## config.mk

```make
export PLATFORM = sky130hd
export DESIGN_NAME = ps2_host_tx
export DESIGN_NICKNAME = d
export VERILOG_FILES = /design/src/rtl/ps2_host_tx.sv
export SDC_FILE = /design/constraint.sdc
export NUM_CORES = 1
export LEC_CHECK = 0
export CORE_MARGIN = 1.5
export CORE_UTILIZATION = 55
export CTS_CLUSTER_DIAMETER = 40
export DETAILED_ROUTE_END_ITERATION = 10
export PLACE_DENSITY = 0.8
export SLEW_MARGIN = 30
export SYNTH_ARGS = -nofsm -noshare
export SYNTH_HDL_FRONTEND = slang
export SYNTH_SLANG_ARGS = --single-unit
```

## constraint.sdc

```tcl
create_clock -name clk -period 4.1 [get_ports clk]
set_input_delay 1.025 -clock clk [delete_from_list [all_inputs] [get_ports clk]]
set_output_delay 1.025 -clock clk [all_outputs]
set_load 0.05 [all_outputs]
```

## src/rtl/ps2_host_tx.sv

```systemverilog
// Host-to-device PS/2 transmitter: inhibits the bus, requests to send, then shifts one
// command byte out on device clock falls and collects the device acknowledge bit.
module ps2_host_tx #(
  parameter int INHIBIT_CYCLES = 5000,
  parameter int TIMEOUT_CYCLES = 750000
) (
  input  logic       clk,
  input  logic       reset,
  input  logic       tx_valid,
  input  logic [7:0] tx_data,
  output logic       tx_ready,
  output logic       tx_done,
  output logic       tx_nack,
  output logic       tx_timeout,
  output logic       rx_block,
  input  logic       ps2_clk_in,
  input  logic       ps2_data_in,
  output logic       ps2_clk_oe,
  output logic       ps2_data_oe
);

  localparam int MAX_COUNT = (INHIBIT_CYCLES > TIMEOUT_CYCLES) ? INHIBIT_CYCLES : TIMEOUT_CYCLES;
  localparam int CW = $clog2(MAX_COUNT) + 1;
  localparam logic [CW-1:0] INHIBIT_LAST = CW'(INHIBIT_CYCLES - 1);
  localparam logic [CW-1:0] INHIBIT_PRE  = CW'(INHIBIT_CYCLES - 2);
  localparam logic [CW-1:0] TIMEOUT_LAST = CW'(TIMEOUT_CYCLES - 1);

  typedef enum logic [2:0] {
    IDLE,
    INHIBIT,
    RTS,
    ACK,
    WAIT_IDLE
  } state_t;

  state_t        state;
  logic          clk_meta, clk_sync, clk_prev;
  logic          data_meta, data_sync;
  logic [9:0]    shreg;
  logic [3:0]    bitcnt;
  logic [CW-1:0] cnt;
  logic          nack_flag;
  logic          fall;

  assign fall     = clk_prev & ~clk_sync;
  assign tx_ready = (state == IDLE);
  assign rx_block = (state != IDLE);

  // One counter serves as the inhibit timer and as the watchdog between device clock falls;
  // the watchdog check comes first in each busy state so it wins over a coincident fall.
  always_ff @(posedge clk) begin
    if (!reset) begin
      state       <= IDLE;
      clk_meta    <= 1'b1;
      clk_sync    <= 1'b1;
      clk_prev    <= 1'b1;
      data_meta   <= 1'b1;
      data_sync   <= 1'b1;
      shreg       <= '0;
      bitcnt      <= '0;
      cnt         <= '0;
      nack_flag   <= 1'b0;
      ps2_clk_oe  <= 1'b0;
      ps2_data_oe <= 1'b0;
      tx_done     <= 1'b0;
      tx_nack     <= 1'b0;
      tx_timeout  <= 1'b0;
    end else begin
      clk_meta   <= ps2_clk_in;
      clk_sync   <= clk_meta;
      clk_prev   <= clk_sync;
      data_meta  <= ps2_data_in;
      data_sync  <= data_meta;
      tx_done    <= 1'b0;
      tx_nack    <= 1'b0;
      tx_timeout <= 1'b0;

      unique case (state)
        IDLE: begin
          if (tx_valid) begin
            shreg       <= {1'b1, ~^tx_data, tx_data};
            bitcnt      <= '0;
            cnt         <= '0;
            nack_flag   <= 1'b0;
            ps2_clk_oe  <= 1'b1;
            ps2_data_oe <= (INHIBIT_CYCLES == 1);
            state       <= INHIBIT;
          end
        end

        INHIBIT: begin
          if (cnt == INHIBIT_LAST) begin
            cnt         <= '0;
            ps2_clk_oe  <= 1'b0;
            ps2_data_oe <= 1'b1;
            state       <= RTS;
          end else begin
            cnt <= cnt + 1'b1;
            if (cnt == INHIBIT_PRE) ps2_data_oe <= 1'b1;
          end
        end

        RTS: begin
          if (cnt == TIMEOUT_LAST) begin
            cnt         <= '0;
            ps2_clk_oe  <= 1'b0;
            ps2_data_oe <= 1'b0;
            tx_timeout  <= 1'b1;
            state       <= IDLE;
          end else if (fall) begin
            // The stop bit is a 1, so presenting it also releases the data line before ACK.
            ps2_data_oe <= ~shreg[0];
            shreg       <= {1'b1, shreg[9:1]};
            bitcnt      <= bitcnt + 1'b1;
            cnt         <= '0;
            if (bitcnt == 4'd9) state <= ACK;
          end else begin
            cnt <= cnt + 1'b1;
          end
        end

        ACK: begin
          if (cnt == TIMEOUT_LAST) begin
            cnt         <= '0;
            ps2_clk_oe  <= 1'b0;
            ps2_data_oe <= 1'b0;
            tx_timeout  <= 1'b1;
            state       <= IDLE;
          end else if (fall) begin
            nack_flag <= data_sync;
            cnt       <= '0;
            state     <= WAIT_IDLE;
          end else begin
            cnt <= cnt + 1'b1;
          end
        end

        WAIT_IDLE: begin
          if (cnt == TIMEOUT_LAST) begin
            cnt         <= '0;
            ps2_clk_oe  <= 1'b0;
            ps2_data_oe <= 1'b0;
            tx_timeout  <= 1'b1;
            state       <= IDLE;
          end else if (clk_sync && data_sync) begin
            cnt     <= '0;
            tx_done <= 1'b1;
            tx_nack <= nack_flag;
            state   <= IDLE;
          end else if (fall) begin
            cnt <= '0;
          end else begin
            cnt <= cnt + 1'b1;
          end
        end

        default: begin
          ps2_clk_oe  <= 1'b0;
          ps2_data_oe <= 1'b0;
          state       <= IDLE;
        end
      endcase
    end
  end

endmodule

```

* Yosys cells after proc, flatten, opt, wreduce, memory -nomap -nowiden
Cells that the tools add are included.
Word-level totals: input port bits 13, register bits after elaboration 49, output and inout port bits 7
Operators by class: bitwise operators 6, reduce and logical (&&, ||, !) cells 19, multiplexer cells 40, add/subtract/negate cells 2, equal/unequal tests 21
Operators by type and width (number):
- 21-bit two-way mux | 6
- 21-bit case mux with 4 select lines | 1
- 21-bit by 13-bit equality test with 1-bit output, second input constant | 2
- 10-bit two-way mux | 3
- 3-bit two-way mux | 9
- 21-bit by 1-bit adder with 21-bit output, second input constant | 1
- 21-bit by 20-bit equality test with 1-bit output, second input constant | 1
- 10-bit case mux with 2 select lines | 1
- 3-bit != test, second input constant | 5
- 3-bit case mux with 5 select lines | 1
- 1-bit two-way mux | 12
- 4-bit two-way mux | 3
- 2-bit != test, second input constant | 6
- 4-bit AND reduction | 3
- 4-bit case mux with 2 select lines | 1
- 8-bit XNOR reduction | 1
- 3-bit by 2-bit equality test with 1-bit output, second input constant | 2
- 6-bit AND reduction | 1
- 3-bit OR reduction | 2
- 1-bit NOT | 5
- 4-bit by 1-bit adder with 4-bit output, second input constant | 1
- 4-bit equality test, second input constant | 1
- 2-bit by 1-bit != test with 1-bit output, second input constant | 2
- 1-bit case mux with 4 select lines | 1
- 14 further kinds | 17

* Depth between registers and ports, before layout
Gate-level depths: netlist of run 1.
depth after elaboration 6, gate-level depth with buffers 9, gate-level depth less buffers 8

* Least setup slack after synthesis of run 1
No wires, ideal clock.
kind flip-flop to output port, from register state[0], to output port tx_ready, cell stages (with the launch flop) 5, path slack 1.681 ns, data arrival time 1.394 ns, path buffers 1, path through dfxtp_1 > buf_2 > nor2_1 > nand2_1 > inv_1
On the way: word-level cells in the longest chain between the ends 1
Ends and longest elaborated chain:
- start: declaration | RTL line 36 | state_t state;
- start signal: assignment | RTL line 53 | state <= IDLE;
- start signal: assignment | RTL line 87 | state <= INHIBIT;
- start signal: assignment | RTL line 96 | state <= RTS;
- 3-bit zero test | RTL line 46 | assign tx_ready = (state == IDLE);
- end: declaration | RTL line 11 | output logic tx_ready,
No other way between the ends.

* Final worst setup path of run 1
Same ends and word-level chain as after synthesis.

==> impl_metrics.py, run 1 <==
metrics = {
    "outcome": {
        "status": "finished clean",
    },
    "synthesis": {
        "async_set_reset_flop_share_out_of_synthesis_pct": 0,
        "synth_xor_area_share_pct": 8.46,
        "ys.flop_type": "dfxtp_1",
        "synth_cells": 301,
        "synth-warning-count": 0,
        "number_of_enable_type_register_cells_in_the_synthesized_netlist": 0,
        "synth-compound-area-share_pct": 13.9,
        "synthSimpleGateAreaFrac_pct": 30.7,
        "post_synth_num_cell_types": 54,
        "syn_nets": 318,
        "syn-cell-area_um2": 2480,
        "synth_sequential_area_ratio_pct": 39.5,
        "combinational_family_with_the_most_area_after_synthesis": "simple AND/OR/NAND/NOR gates",
        "post_synth.cell_area_avg_um2": 8.26,
        "synth_fa_ha_area_share_pct": 2.01,
        "yosys-mux-area-fraction_pct": 0.806,
        "synth.ff_latch_count": 49,
    },
    "floorplanning": {
        "vertical_extent_of_the_die_um": 70.2,
        "num_rows": 24,
        "io_pins": 20,
        "core_area_um2": 4350,
        "die_x_um": 70.2,
        "floorplan.initialDensity_pct": 57.1,
        "die-area_um2": 4930,
    },
    "grt": {
        "pin_count_of_the_biggest_net_entering_global_routing": 22,
        "antenna_found_initial": 0,
        "first_global_vias": 1933,
        "grt_pass1_wl_mm": 8.61,
        "globalRoute.totalOverflow": 0,
        "grt_use_total_pct": 21.6,
    },
    "clock_network": {
        "cts_buffers": 5,
        "cts_repair_resize_count": 0,
        "cts_htree_levels": 2,
        "cts_setup_buffers": 0,
        "clock_path_buffers": 2,
        "worstSkewPairLatency_ns": 0.31,
        "postCtsHoldBufs": 0,
        "tritoncts_clock_tree": "built",
        "cts.clk_slew.worst_paths_ns": 0.08,
        "cts_num_sinks": 49,
        "cts-root-buf": "clkbuf_8",
    },
    "power": {
        "power.internal_uw": 847,
        "combinationalPowerShare_pct": 38.8,
        "power_switching_uw": 574,
        "switching_share_of_power_pct": 40.4,
        "cellPowerDensity_nw_per_um2": 514,
        "power.share.sequential_pct": 42.0,
        "irDropWorstVdd_v": 0.000300,
        "leakage_uw": 0.000973,
        "clock_power_share_pct": 19.3,
    },
    "place": {
        "port-buffer-count": 19,
        "hpwlAfterDp_mm": 3.67,
        "placed_cells_incl_taps": 360,
        "routabilityCongestion": 0.863,
        "dp_slack_ns": 1.12,
    },
    "timing": {
        "timing.fmax_mhz": 337,
        "shortest_period_the_worst_path_allows_ns": 2.97,
        "finalSetupTns_ns": 0,
        "finalSetupViolations": 0,
        "timing.slew.headroom_pct": 55.9,
        "final-max-slew-violation-count": 0,
        "timing.final.crit_share_pct": 72.5,
        "worst_setup_slack_after_layout_ns": 1.13,
        "fin_skew_ns": 0.00493,
        "worstMarginPinSlew_ns": 0.660,
        "setup_repair_after_global_routing_missed_its_margin": "no",
        "hold_viol_final": 0,
    },
    "final_layout": {
        "fillerInstances": 374,
        "final_core_utilization_pct": 63.4,
        "fin_nets": 332,
        "n_antenna_cell": 0,
        "post_layout_cell_count": 368,
        "layout-area-overhead-vs-synth_pct": 11.1,
        "post_route_cells_drive_above_1_share_pct": 6.96,
    },
    "route": {
        "wl_per_cell_um": 13.8,
        "ant_nets": 0,
        "vias": 2123,
        "first_drt_pass_iteration_count": 6,
        "route.detailed.vias_per_inst": 5.77,
        "route.final.wire_length_mm": 5.07,
        "drt-initial-drc-count": 211,
        "drc": 0,
    },
    "worst_hold_path": {
        "min-delay-path-class": "reg2reg",
    },
    "job": {
        "max_cap_viol_count": 0,
    },
    "critical_path": {
        "critPathTopFamily": "buffers and inverters",
        "startpoint_type": "flip-flop",
        "cp_slowest_stage_delay_ns": 0.80,
        "timing.critical_path.slowest_stage_cell": "clkdlybuf4s50_1",
        "critical_path_peak_fanout": 9,
        "cp.required_ns": 3.07,
        "crit_arrival_ns": 1.95,
        "timing.critical_path.buf_inv": 2,
        "critPathKind": "reg2out",
        "worst_setup_path_end_kind": "output port",
        "cp_cell_sequence": "nor2_1 > nand2_1 > inv_1 > clkdlybuf4s50_1",
    },
}
## sequential cells by signal, indices dropped and copies added (netlist names), 3 cells and up
name,flops
bitcnt,4
cnt,21
shreg,10
state,3
## metal layers
layer	GRT usage, %	vias to the layer above	share of wire [%]
met5	0	-	0
met1	28.9	994	47
met3	3.61	5	4.4
met2	34.9	56	47
met4	8.55	0	1.2
li1	-	1068	-
## kinds of logic after synthesis
| logic type | after synthesis |
|---|---|
| xor gates and xnor gates | 24 |
| DFF | 49 |
| buffers and inverters | 24 |
| AOI/OAI and AO/OA | 49 |
| and+or+nand+nor | 149 |
| adders and majority gates | 4 |
| muxes | 2 |
## per-stage QoR
| step | power (uW) | hold WS [ns] | instance area, um2 |
|---|---|---|---|
| 4_1_cts | 1430 | 0.412 | 2760 |
| 3_5_place_dp | 1150 | 0.392 | 2680 |
| 2_1_floorplan | 1020 | 0.386 | 2480 |
| 6_report | 1420 | 0.409 | 2760 |
| 5_1_grt | 1510 | 0.427 | 2760 |
| 3_3_place_gp | 1140 | 0.389 | 2680 |
## Yosys cell counts, types with 3 or more instances
cell	instances	area share, %
dfxtp_1	49	39
nor3_1	8	1.6
nor4_1	3	0.76
nand3_1	8	1.6
xnor2_1	14	4.9
nand2_1	42	6.3
or3_1	3	0.76
a21oi_1	12	2.4
a311oi_1	9	3.2
o21ai_0	10	2.0
clkbuf_1	5	0.76
xor2_1	10	3.5
o31ai_1	4	1.2
nand4_1	4	1.0
inv_1	11	1.7
buf_2	4	0.81
and2_1	3	0.76
ha_1	4	2.0
nand2b_1	6	1.5
nor2_1	47	7.1
## power by group through the flow
stage	Sequential, uW	Combinational, uW	Clock (uW)
3_3_place_gp	603	539	0
3_5_place_dp	605	549	0
6_report	596	551	274
5_1_grt	605	607	295
2_1_floorplan	602	421	0
4_1_cts	594	552	281
## cell type report
class                           count  area (um2)  share of cell area [%]
Clock buffer                        6        72.6                    2.63
Clock inverter                      2        10.0                   0.362
Inverter                           11        41.3                    1.50
Multi-Input combinational cell    228        1390                    50.5
Sequential cell                    49         981                    35.5
Tap cell                           52        65.1                    2.36
Timing Repair Buffer               20         198                    7.16
## layout by cell type (no fill, tap or decap), drive strengths merged, types with 2 or more instances in the layout
cell type | netlist | final
dfxtp | 49 | 49
nor2 | 48 | 48
nand2 | 42 | 42
clkdlybuf4s50 | 0 | 19
xnor2 | 14 | 14
a21oi | 12 | 12
o21ai | 12 | 12
inv | 11 | 11
xor2 | 10 | 10
a311oi | 9 | 9
nor3 | 9 | 9
nand3 | 9 | 9
nand2b | 6 | 6
clkbuf | 6 | 6
nand4 | 5 | 5
ha | 4 | 4
o31ai | 4 | 4
and4 | 4 | 4
nor4 | 3 | 3
and2 | 3 | 3
or3 | 3 | 3
nor2b | 2 | 2
or4 | 2 | 2
and4b | 2 | 2
nor3b | 2 | 2
a31oi | 2 | 2
a211oi | 2 | 2
mux2i | 2 | 2
clkinv | 0 | 2
nor4b | 2 | 2
and3 | 2 | 2
## worst paths after layout
kind	startpoint	end	slack [ns]	cells after the start
setup / recovery	state[0]	tx_ready	1.13	4
setup reg to reg	cnt[7]	cnt[3]	1.89	6
hold / removal	clk_meta	clk_sync	0.41	1
hold reg to reg	clk_meta	clk_sync	0.41	1
No activity file was read; power rests on OpenSTA's default activity.
==> run 2, diff against run 1 <==
==> constraint.sdc (replaced) <==
create_clock -name clk -period 2.81 [get_ports clk]
set_input_delay 0.7025 -clock clk [delete_from_list [all_inputs] [get_ports clk]]
set_output_delay 0.7025 -clock clk [all_outputs]
set_load 0.05 [all_outputs]
==> run 2 against run 1 <==
  * Global-route usage is 0.31 points higher
  * Die area stayed put
  * Register-to-register slack lost 1.3 ns
  * Combinational power increased by 47%
  * Clock power is 55% higher
==> impl_metrics.py, run 2 (synthesis results as in run 1) <==
metrics = {
    "timing": {
        "worst_setup_slack_after_layout_ns": 0.154,
        "whs_ns": 0.417,
        "fin_skew_ns": 0.00911,
        "hold_viol_final": 0,
        "final-max-slew-violation-count": 0,
        "finalSetupTns_ns": 0,
        "timing.final.crit_share_pct": 94.5,
        "shortest_period_the_worst_path_allows_ns": 2.66,
        "timing.slew.headroom_pct": 55.3,
        "timing.fmax_mhz": 376,
        "worstMarginPinSlew_ns": 0.668,
        "setup_repair_after_global_routing_missed_its_margin": "no",
        "finalSetupViolations": 0,
    },
    "final_layout": {
        "post_route_cells_drive_above_1_share_pct": 8.15,
        "number_of_flip_flops_in_the_largest_register": 21,
        "top_register": "cnt",
        "fin_nets": 335,
        "layout-area-overhead-vs-synth_pct": 12.4,
        "mostFrequentLayoutCells": "dfxtp_1, nor2_1, nand2_1",
        "layout_top_registers": "cnt x21, shreg x10, bitcnt x4",
        "final_core_utilization_pct": 64.1,
        "fillerInstances": 358,
        "layout_commonest_cell": "dfxtp_1",
        "n_antenna_cell": 0,
    },
    "clock_network": {
        "postCtsHoldBufs": 0,
        "cts-root-buf": "clkbuf_8",
        "cts.clk_slew.worst_paths_ns": 0.10,
        "clock_path_buffers": 2,
        "cts_num_sinks": 49,
        "worstSkewPairLatency_ns": 0.31,
        "cts_repair_resize_count": 0,
        "cts_setup_buffers": 0,
        "tritoncts_clock_tree": "built",
        "cts_buffers": 5,
        "cts_htree_levels": 2,
    },
    "route": {
        "route.detailed.vias_per_inst": 5.54,
        "drt-initial-drc-count": 135,
        "ant_nets": 0,
        "vias": 2057,
        "route.final.wire_length_mm": 4.92,
        "wl_per_cell_um": 13.3,
        "drc": 0,
        "first_drt_pass_iteration_count": 4,
    },
    "critical_path": {
        "critical_path_peak_fanout": 9,
        "r2r_cells": 6,
        "origin_of_the_critical_flop_to_flop_path": "cnt[7]",
        "r2r_slack_ns": 0.56,
        "startpoint_type": "flip-flop",
        "crit_arrival_ns": 1.95,
        "worst_setup_path_end_kind": "output port",
        "critPathKind": "reg2out",
        "cp.required_ns": 2.11,
        "timing.rr.end": "cnt[9]",
    },
    "job": {
        "max_cap_viol_count": 0,
    },
    "grt": {
        "pin_count_of_the_biggest_net_entering_global_routing": 21,
        "grt_use_total_pct": 21.9,
        "grt_pass1_wl_mm": 8.72,
        "antenna_found_initial": 0,
        "first_global_vias": 1911,
        "globalRoute.totalOverflow": 0,
    },
    "place": {
        "port-buffer-count": 19,
        "dp_slack_ns": 0.232,
        "hpwlAfterDp_mm": 3.66,
        "routabilityCongestion": 0.867,
    },
    "outcome": {
        "status": "finished clean",
    },
    "power": {
        "power_switching_uw": 857,
        "p_total_uw": 2100,
        "clock_power_share_pct": 20.2,
        "cellPowerDensity_nw_per_um2": 751,
        "irDropWorstVdd_v": 0.000358,
        "leakage_uw": 0.000990,
        "power.share.sequential_pct": 41.3,
        "switching_share_of_power_pct": 40.8,
        "combinationalPowerShare_pct": 38.5,
        "power.internal_uw": 1240,
    },
    "floorplanning": {
        "vertical_extent_of_the_die_um": 70.2,
        "core_area_um2": 4350,
        "die-area_um2": 4930,
        "floorplan.initialDensity_pct": 57.1,
        "num_rows": 24,
        "io_pins": 20,
        "die_x_um": 70.2,
    },
    "worst_hold_path": {
        "holdCritStartpoint": "data_meta",
        "whs_path_depth": 1,
        "worstHoldEndpoint": "data_sync",
        "min-delay-path-class": "reg2reg",
    },
}
-- run 2: how the worst max path moves through the flow --
| stage | to | start | slack, ns | cells after the start |
|---|---|---|---|---|
| 5_1_grt | tx_ready | state[0] | 0.04 | 4 |
| 4_1_cts | tx_ready | state[0] | 0.16 | 4 |
| 6_report | tx_ready | state[0] | 0.15 | 4 |
| 2_1_floorplan | bitcnt[3] | state[0] | 0.55 | 8 |
| 3_5_place_dp | cnt[18] | tx_valid | 0.23 | 7 |
| 3_3_place_gp | cnt[18] | tx_valid | 0.29 | 7 |
-- run 2: layout make-up --
| class | instances | area, um2 | share of cell area, % |
|---|---|---|---|
| multi-input cells | 228 | 1390 | 49.9 |
| flip-flops and latches | 49 | 981 | 35.1 |
| repair buffers | 23 | 220 | 7.89 |
| clock buffers | 5 | 68.8 | 2.46 |
| well taps | 52 | 65.1 | 2.33 |
| inverters | 11 | 41.3 | 1.48 |
| clock inverters | 3 | 22.5 | 0.806 |
-- run 2: critical path, stage by stage (launching register included) --
cell and delay (ns):
dfxtp_1 0.43, nor2_1 0.22, nand2_1 0.10, inv_1 0.09, clkdlybuf4s50_1 0.81
-- run 2: per-stage QoR --
stage,area (um2),instances
2_1_floorplan,2480,301
3_3_place_gp,2700,363
3_5_place_dp,2700,363
4_1_cts,2790,371
5_1_grt,2790,371
6_report,2790,371
-- run 2: routing by layer --
metal	track usage, %	up-vias	wire length (um)
met4	7.91	0	64
li1	-	1070	-
met1	29.8	941	2450
met5	0	-	0
met3	4.47	6	177
met2	34.6	40	2230
-- run 2: power groups by stage --
stage | Combinational [uW] | Clock (uW) | Sequential, uW
5_1_grt | 887 | 460 | 880
6_report | 808 | 424 | 866
3_3_place_gp | 795 | 0 | 880
4_1_cts | 811 | 430 | 863
3_5_place_dp | 808 | 0 | 880
2_1_floorplan | 615 | 0 | 879
